===== config.mk =====
export PLATFORM = sky130hd
export DESIGN_NAME = pixel_array_controller_flat
export DESIGN_NICKNAME = d
export VERILOG_FILES = /design/src/rtl/pixel_array_controller_pkg.sv /design/src/rtl/pixel_array_controller_if.sv /design/src/rtl/pixel_array_controller_row_buffer.sv /design/src/rtl/pixel_array_controller.sv /design/src/flat_wrapper.sv
export SDC_FILE = /design/constraint.sdc
export NUM_CORES = 1
export LEC_CHECK = 0
export BUFFER_PORTS_ARGS = -buffer_cell sky130_fd_sc_hd__buf_2
export CORE_ASPECT_RATIO = 0.7
export CORE_MARGIN = 4
export CORE_UTILIZATION = 40
export DETAILED_ROUTE_END_ITERATION = 16
export HOLD_SLACK_MARGIN = 0.08
export PLACE_DENSITY = 0.68
export SLEW_MARGIN = 20
export SYNTH_ARGS = -nofsm -noshare
export SYNTH_HDL_FRONTEND = slang
export SYNTH_HIERARCHICAL = 1
export SYNTH_SLANG_ARGS = --single-unit

===== constraint.sdc =====
create_clock -name clk -period 2.1 [get_ports clk]
set_clock_uncertainty 0.1 [all_clocks]
set_input_delay 0.42 -clock clk [delete_from_list [all_inputs] [get_ports clk]]
set_output_delay 0.42 -clock clk [all_outputs]
set_load 0.01 [all_outputs]

===== src/rtl/pixel_array_controller_pkg.sv =====
// pixel_array_controller_pkg: shared pixel sensor configuration and controller state type
package pixel_array_controller_pkg;
    localparam int PIXEL_BITS = 8;
    localparam int PIXEL_ARRAY_WIDTH = 2;
    localparam int PIXEL_ARRAY_HEIGHT = 2;
    localparam int ERASE_CYCLES = 5;
    localparam int EXPOSE_CYCLES = 255;
    localparam int PHASE_W = 16;
    typedef enum logic [2:0] {
        IDLE,
        ERASE,
        EXPOSE,
        CONVERT,
        READ_SETTLE,
        READ_CAPTURE,
        STREAM
    } ctrl_state_t;
    function automatic int idx_w(input int n);
        return n > 1 ? $clog2(n) : 1;
    endfunction
endpackage


===== src/rtl/pixel_array_controller_if.sv =====
// pixel_array_controller_if: valid/ready pixel stream towards the frame sink
interface pixel_array_controller_if #(parameter int PIXEL_BITS = pixel_array_controller_pkg::PIXEL_BITS);
    logic                  valid;
    logic                  ready;
    logic                  last;
    logic [PIXEL_BITS-1:0] data;
    modport master (output valid, output data, output last, input ready);
    modport slave (input valid, input data, input last, output ready);
endinterface


===== src/rtl/pixel_array_controller_row_buffer.sv =====
// pixel_row_buffer: captures one row from the DATA bus and streams it out with held valid/data/last
module pixel_row_buffer #(
    parameter int PIXEL_BITS  = pixel_array_controller_pkg::PIXEL_BITS,
    parameter int ARRAY_WIDTH = pixel_array_controller_pkg::PIXEL_ARRAY_WIDTH
) (
    input  logic                              clk,
    input  logic                              reset_n,
    input  logic                              capture,
    input  logic                              last_row,
    input  logic [ARRAY_WIDTH*PIXEL_BITS-1:0] row_data,
    output logic                              row_done,
    pixel_array_controller_if.master          pix
);
    import pixel_array_controller_pkg::*;
    localparam int COL_W = idx_w(ARRAY_WIDTH);
    localparam logic [COL_W-1:0] LAST_COL = COL_W'(ARRAY_WIDTH - 1);
    logic [PIXEL_BITS-1:0] buf_q [ARRAY_WIDTH];
    logic [PIXEL_BITS-1:0] buf_d [ARRAY_WIDTH];
    logic [COL_W-1:0]      col_q, col_d, col_n;
    logic                  valid_q, valid_d, last_q, last_d, last_row_q, last_row_d;
    logic [PIXEL_BITS-1:0] data_q, data_d;
    assign col_n = col_q + COL_W'(1);
    assign row_done = valid_q && pix.ready && col_q == LAST_COL;
    assign pix.valid = valid_q;
    assign pix.data = data_q;
    assign pix.last = last_q;
    always_comb begin
        buf_d = buf_q;
        col_d = col_q;
        valid_d = valid_q;
        data_d = data_q;
        last_d = last_q;
        last_row_d = last_row_q;
        if (capture) begin
            for (int i = 0; i < ARRAY_WIDTH; i++) buf_d[i] = row_data[i*PIXEL_BITS +: PIXEL_BITS];
            col_d = '0;
            valid_d = 1'b1;
            data_d = row_data[PIXEL_BITS-1:0];
            last_row_d = last_row;
            last_d = last_row && (ARRAY_WIDTH == 1);
        end else if (valid_q && pix.ready) begin
            valid_d = col_q != LAST_COL;
            col_d = col_q == LAST_COL ? col_q : col_n;
            data_d = col_q == LAST_COL ? '0 : buf_q[col_n];
            last_d = col_q != LAST_COL && last_row_q && col_n == LAST_COL;
        end
    end
    always_ff @(posedge clk) buf_q <= buf_d;
    always_ff @(posedge clk or negedge reset_n) begin
        if (!reset_n) begin
            col_q <= '0;
            valid_q <= 1'b0;
            data_q <= '0;
            last_q <= 1'b0;
            last_row_q <= 1'b0;
        end else begin
            col_q <= col_d;
            valid_q <= valid_d;
            data_q <= data_d;
            last_q <= last_d;
            last_row_q <= last_row_d;
        end
    end
endmodule


===== src/rtl/pixel_array_controller.sv =====
// pixel_array_controller: frame sequencer (erase/expose/ramp-convert/row read) feeding a pixel stream
module pixel_array_controller #(
    parameter int PIXEL_BITS    = pixel_array_controller_pkg::PIXEL_BITS,
    parameter int ARRAY_WIDTH   = pixel_array_controller_pkg::PIXEL_ARRAY_WIDTH,
    parameter int ARRAY_HEIGHT  = pixel_array_controller_pkg::PIXEL_ARRAY_HEIGHT,
    parameter int ERASE_CYCLES  = pixel_array_controller_pkg::ERASE_CYCLES,
    parameter int EXPOSE_CYCLES = pixel_array_controller_pkg::EXPOSE_CYCLES
) (
    input  logic                              clk,
    input  logic                              reset_n,
    input  logic                              start,
    output logic                              erase,
    output logic                              expose,
    output logic                              ramp,
    output logic [PIXEL_BITS-1:0]             counter,
    output logic [ARRAY_HEIGHT-1:0]           read_row,
    input  logic [ARRAY_WIDTH*PIXEL_BITS-1:0] row_data,
    output logic                              busy,
    pixel_array_controller_if.master          pix
);
    import pixel_array_controller_pkg::*;
    localparam int ROW_W = idx_w(ARRAY_HEIGHT);
    localparam logic [ROW_W-1:0] LAST_ROW = ROW_W'(ARRAY_HEIGHT - 1);
    localparam logic [PIXEL_BITS-1:0] CNT_MAX = '1;
    localparam logic [PHASE_W-1:0] CONVERT_LAST = PHASE_W'(2 * (2 ** PIXEL_BITS) - 1);
    ctrl_state_t             state_q, state_d;
    logic [PHASE_W-1:0]      phase_q, phase_d;
    logic [ROW_W-1:0]        row_q, row_d;
    logic                    erase_q, erase_d, expose_q, expose_d, ramp_q, ramp_d, busy_q, busy_d;
    logic [PIXEL_BITS-1:0]   counter_q, counter_d;
    logic [ARRAY_HEIGHT-1:0] read_row_q, read_row_d;
    logic                    phase_done, row_done;
    assign phase_done = phase_q == '0;
    assign erase = erase_q;
    assign expose = expose_q;
    assign ramp = ramp_q;
    assign counter = counter_q;
    assign read_row = read_row_q;
    assign busy = busy_q;
    always_comb begin
        state_d = state_q;
        phase_d = phase_q - PHASE_W'(1);
        row_d = row_q;
        ramp_d = 1'b0;
        counter_d = counter_q;
        case (state_q)
            IDLE: begin
                state_d = start ? ERASE : IDLE;
                phase_d = PHASE_W'(ERASE_CYCLES - 1);
            end
            ERASE: if (phase_done) begin
                state_d = EXPOSE;
                phase_d = PHASE_W'(EXPOSE_CYCLES - 1);
            end
            EXPOSE: if (phase_done) begin
                state_d = CONVERT;
                phase_d = CONVERT_LAST;
                ramp_d = 1'b1;
                counter_d = '0;
            end
            CONVERT: if (phase_done) begin
                state_d = READ_SETTLE;
                row_d = '0;
            end else begin
                ramp_d = !ramp_q;
                counter_d = (ramp_q && counter_q != CNT_MAX) ? counter_q + PIXEL_BITS'(1) : counter_q;
            end
            READ_SETTLE: state_d = READ_CAPTURE;
            READ_CAPTURE: state_d = STREAM;
            STREAM: if (row_done) begin
                state_d = row_q == LAST_ROW ? IDLE : READ_SETTLE;
                row_d = row_q + ROW_W'(1);
            end
            default: state_d = IDLE;
        endcase
        erase_d = state_d == ERASE;
        expose_d = state_d == EXPOSE;
        busy_d = state_d != IDLE;
        read_row_d = (state_d == READ_SETTLE || state_d == READ_CAPTURE) ? ARRAY_HEIGHT'(1) << row_d : '0;
    end
    always_ff @(posedge clk or negedge reset_n) begin
        if (!reset_n) begin
            state_q <= IDLE;
            phase_q <= '0;
            row_q <= '0;
            erase_q <= 1'b0;
            expose_q <= 1'b0;
            ramp_q <= 1'b0;
            counter_q <= '0;
            read_row_q <= '0;
            busy_q <= 1'b0;
        end else begin
            state_q <= state_d;
            phase_q <= phase_d;
            row_q <= row_d;
            erase_q <= erase_d;
            expose_q <= expose_d;
            ramp_q <= ramp_d;
            counter_q <= counter_d;
            read_row_q <= read_row_d;
            busy_q <= busy_d;
        end
    end
    pixel_row_buffer #(.PIXEL_BITS(PIXEL_BITS), .ARRAY_WIDTH(ARRAY_WIDTH)) u_row_buffer (
        .clk      (clk),
        .reset_n  (reset_n),
        .capture  (state_q == READ_CAPTURE),
        .last_row (row_q == LAST_ROW),
        .row_data (row_data),
        .row_done (row_done),
        .pix      (pix)
    );
endmodule


===== src/flat_wrapper.sv =====
// flat-port wrapper written by rule: the top's interface ports become plain ports
module pixel_array_controller_flat import pixel_array_controller_pkg::*;
#(
    parameter int PIXEL_BITS    = pixel_array_controller_pkg::PIXEL_BITS,
    parameter int ARRAY_WIDTH   = pixel_array_controller_pkg::PIXEL_ARRAY_WIDTH,
    parameter int ARRAY_HEIGHT  = pixel_array_controller_pkg::PIXEL_ARRAY_HEIGHT,
    parameter int ERASE_CYCLES  = pixel_array_controller_pkg::ERASE_CYCLES,
    parameter int EXPOSE_CYCLES = pixel_array_controller_pkg::EXPOSE_CYCLES
)
  (clk, reset_n, start, erase, expose, ramp, counter, read_row, row_data, busy, pix_valid, pix_data, pix_last, pix_ready);
  pixel_array_controller_if #(.PIXEL_BITS(PIXEL_BITS)) pix_i ();
  input  logic clk;
  input  logic reset_n;
  input  logic start;
  output logic erase;
  output logic expose;
  output logic ramp;
  output logic [PIXEL_BITS-1:0] counter;
  output logic [ARRAY_HEIGHT-1:0] read_row;
  input  logic [ARRAY_WIDTH*PIXEL_BITS-1:0] row_data;
  output logic busy;
  output wire logic [$bits(pix_i.valid)-1:0] pix_valid;
  output wire logic [$bits(pix_i.data)-1:0] pix_data;
  output wire logic [$bits(pix_i.last)-1:0] pix_last;
  input wire logic [$bits(pix_i.ready)-1:0] pix_ready;
  assign pix_valid = pix_i.valid;
  assign pix_data = pix_i.data;
  assign pix_last = pix_i.last;
  assign pix_i.ready = pix_ready;
  pixel_array_controller #(.PIXEL_BITS(PIXEL_BITS), .ARRAY_WIDTH(ARRAY_WIDTH), .ARRAY_HEIGHT(ARRAY_HEIGHT), .ERASE_CYCLES(ERASE_CYCLES), .EXPOSE_CYCLES(EXPOSE_CYCLES)) u_core (.clk(clk), .reset_n(reset_n), .start(start), .erase(erase), .expose(expose), .ramp(ramp), .counter(counter), .read_row(read_row), .row_data(row_data), .busy(busy), .pix(pix_i));
endmodule

==> flow_metrics.env <==
export IMPL_drive_above_1_share_pct=25.9
export IMPL_fin_crit_ps=2030
export IMPL_criticalPathCategory="reg -> reg"
export IMPL_ir_drop_mv=0.442
export IMPL_synthCells=252
export IMPL_drv_slew=0
export IMPL_yosys_register_bits=54
export IMPL_areaGrowthSynthToFinish_pct=20.2
export IMPL_start_kind="flip-flop"
export IMPL_netlist_area_um2=2620
export IMPL_std_cell_rows=24
export IMPL_portBuffers=43
export IMPL_die_x_um=105
export IMPL_cts_root_buffer="clkbuf_8"
export IMPL_grt_max_degree=47
export IMPL_hold_viol=0
export IMPL_register_area_um2=1390
export IMPL_clk_pin_slew_worst_paths_ps=90
export IMPL_cellPowerDensity_nw_per_um2=1240
export IMPL_final_core_util_pct=50.0
export IMPL_diodes=0
export IMPL_fill_cells=574
export IMPL_placed_cells=379
export IMPL_cts_tree="yes"
export IMPL_cp_max_fo=8
export IMPL_wl_per_cell_um=14.4
export IMPL_ys_seq_area_share_pct=53.1
export IMPL_tightest_slew_ps=669
export IMPL_nets=335
export IMPL_clock_path_buffers=2
export IMPL_hp_class="in -> async"
export IMPL_grt_pass1_wl_mm=9.04
export IMPL_placed_area_um2=2990
export IMPL_grtUsageTotal_pct=14.2
export IMPL_ant_nets=0
export IMPL_cap_violations=0
export IMPL_gp_congestion=0.880
export IMPL_critPathCaptureType="flip-flop"
export IMPL_grt_use_met3_pct=4.15
export IMPL_drt_iter0_markers=112
export IMPL_die_area_um2=7930
export IMPL_stdcell_count=391
export IMPL_viasPerCell=5.27
export IMPL_worstPathRequired_ps=2240
export IMPL_synth_cell_type_count=49
export IMPL_critPathArrivalTime_ps=2160
export IMPL_drtPass1Iterations=4
export IMPL_worst_slack_ps=72.2
export IMPL_clk_latency_ps=310
export IMPL_mostFrequentLayoutCell="dfrtp_1"
export IMPL_grt_ovfl_total=0
export IMPL_gr_max_usage_layer="met2"
export IMPL_p_leak_nw=1.45
export IMPL_grt_use_met1_pct=19.9
export IMPL_dp_hpwl_mm=3.90
export IMPL_synth_area_per_cell_um2=10.4
export IMPL_maxSlewHeadroom_pct=55.1
export IMPL_setup_violations=0
export IMPL_postLayoutCellArea_um2=3150
export IMPL_die_height_um=75.7
export IMPL_io_pins=44
export IMPL_grt_pass1_vias=1914
export IMPL_grtUsageMet2_pct=21.9
export IMPL_drc=0
export IMPL_hold_buffers=0
export IMPL_multi_input_area_um2=1150
export IMPL_clock_sinks=54
export IMPL_coreArea_um2=6310
export IMPL_cts_made_buffers=5
export IMPL_start_util_pct=41.6
export IMPL_fin_total_pwr_w=0.00389
export IMPL_ys_warn_count=6
export IMPL_outcome="complete, no violations"
export IMPL_cts_htree_levels=2
export IMPL_final_cell_mix="dfrtp_1, buf_2, a21oi_1, nand2_1"
export IMPL_max_freq_ghz=0.493
export IMPL_wl_mm=5.63
export IMPL_vias=2059
export IMPL_place_ws_ps=19.8
export IMPL_postSynthNetCount=275
export IMPL_period_share_pct=96.6
export IMPL_grt_antenna_before_repair=0
export IMPL_rsz0062_at_grt="yes"
==> flip-flops by register name, indices dropped and copies added, names as in the netlist <==
signal and flops:
u_core/erase 1, u_core/state_q 3, u_core/read_row 2, u_core/u_row_buffer/col_q 1
u_core/phase_q 16, u_core/busy 1, u_core/ramp 1, u_core/row_q 1
u_core/counter 8, u_core/u_row_buffer/pix.valid 1, u_core/expose 1, u_core/u_row_buffer/pix.data 8
u_core/u_row_buffer/pix.last 1, u_core/u_row_buffer/buf_q 8, u_core/u_row_buffer/last_row_q 1
==> worst paths after layout <==
kind | from | endpoint | slack (ps) | cells past startpoint
max | u_core/phase_q[10] | u_core/counter[2] | 70 | 6
min | reset_n | u_core/read_row[1] | 80 | 2
max reg2reg | u_core/phase_q[10] | u_core/counter[2] | 70 | 6
min reg2reg | u_core/u_row_buffer/last_row_q | u_core/u_row_buffer/last_row_q | 420 | 1
max in group asynchronous | reset_n | u_core/phase_q[10] | 1410 | 2
min in group clk | row_data[10] | u_core/u_row_buffer/buf_q[2] | 180 | 1
==> synth_stat cells, drive strengths merged <==
master   number  share of area, %
nand4         1              0.24
and3          7               1.7
nand3b        3              0.86
o22ai         2              0.48
or4           1              0.43
o211a         1              0.38
nand3         7               1.3
mux2          2              0.86
a211oi        1              0.29
o21bai        2               1.0
nor4b         1              0.57
nand4b        1              0.33
nor2         20               3.0
and4b         8               3.1
inv           8               1.1
nor2b         3              0.72
xnor2         8               2.7
o31ai         1              0.29
nor4          3              0.72
mux2i         2              0.76
nor3b         1              0.29
xor2          5               1.7
o2bb2ai       2              0.67
and4bb        1              0.48
o21ai        19               3.6
nand2        24               3.8
a21o          2              0.57
dfrtp        46                44
buf           5               1.9
o31a          2              0.67
nor3          4              0.76
o311ai        1              0.33
o32ai         1              0.33
and3b         1              0.33
ha            3               1.4
edfxtp        8               9.2
and2          1              0.24
a31oi         4              0.95
nand2b        4              0.95
a21oi        31               6.3
clkbuf        5              0.72
==> power by group <==
part	leakage [nW]	switching (W)	internal, W
registers	0.678	0.000198	0.00135
logic	0.713	0.000938	0.000709
clock network	0.0554	0.000337	0.000358
==> per-layer routing <==
| layer | vias up | routed length [um] |
|---|---|---|
| met5 | - | 0 |
| met1 | 989 | 2810 |
| li1 | 1019 | - |
| met3 | 8 | 282 |
| met2 | 43 | 2480 |
| met4 | 0 | 51 |
==> cell families after synthesis <==
logic type | count (synthesis) | synth area share (%)
AO/OA/AOI/OAI | 69 | 15.9
XOR/XNOR | 13 | 4.34
adder cells (fa/ha/maj) | 3 | 1.43
buffers and inverters | 18 | 3.77
flip-flops | 54 | 53.1
multiplexers | 4 | 1.62
AND/OR/NAND/NOR | 91 | 19.8
==> layout make-up <==
| cell class | count | share of cell area (%) |
|---|---|---|
| Multi-Input combinational cell | 180 | 36.5 |
| Clock buffer | 6 | 2.30 |
| Clock inverter | 2 | 1.23 |
| Timing Repair Buffer | 63 | 11.7 |
| Inverter | 8 | 0.953 |
| Sequential cell | 54 | 44.2 |
| Tap cell | 78 | 3.10 |
==> timing repair <==
| action | 4_1_cts | 5_1_grt |
|---|---|---|
| buffers inserted | 0 | 4 |
| gates resized for setup | 0 | 5 |
| endpoints found under the setup margin | 0 | 21 |
==> worst max-delay path, stage by stage, from the launching register on <==
cell      delay (ps)
dfrtp_1          380
or4_4            540
and4bb_1         280
buf_6            160
a21oi_4          100
o21bai_4         220
a31oi_1          170
==> per-stage QoR <==
step           TNS, ps  hold WS (ps)
6_report             0          78.8
3_3_place_gp         0           405
2_1_floorplan        0          24.4
3_5_place_dp         0           409
5_1_grt          -32.7           136
4_1_cts              0           104
Note: power is estimated with default switching activity, not from simulation.
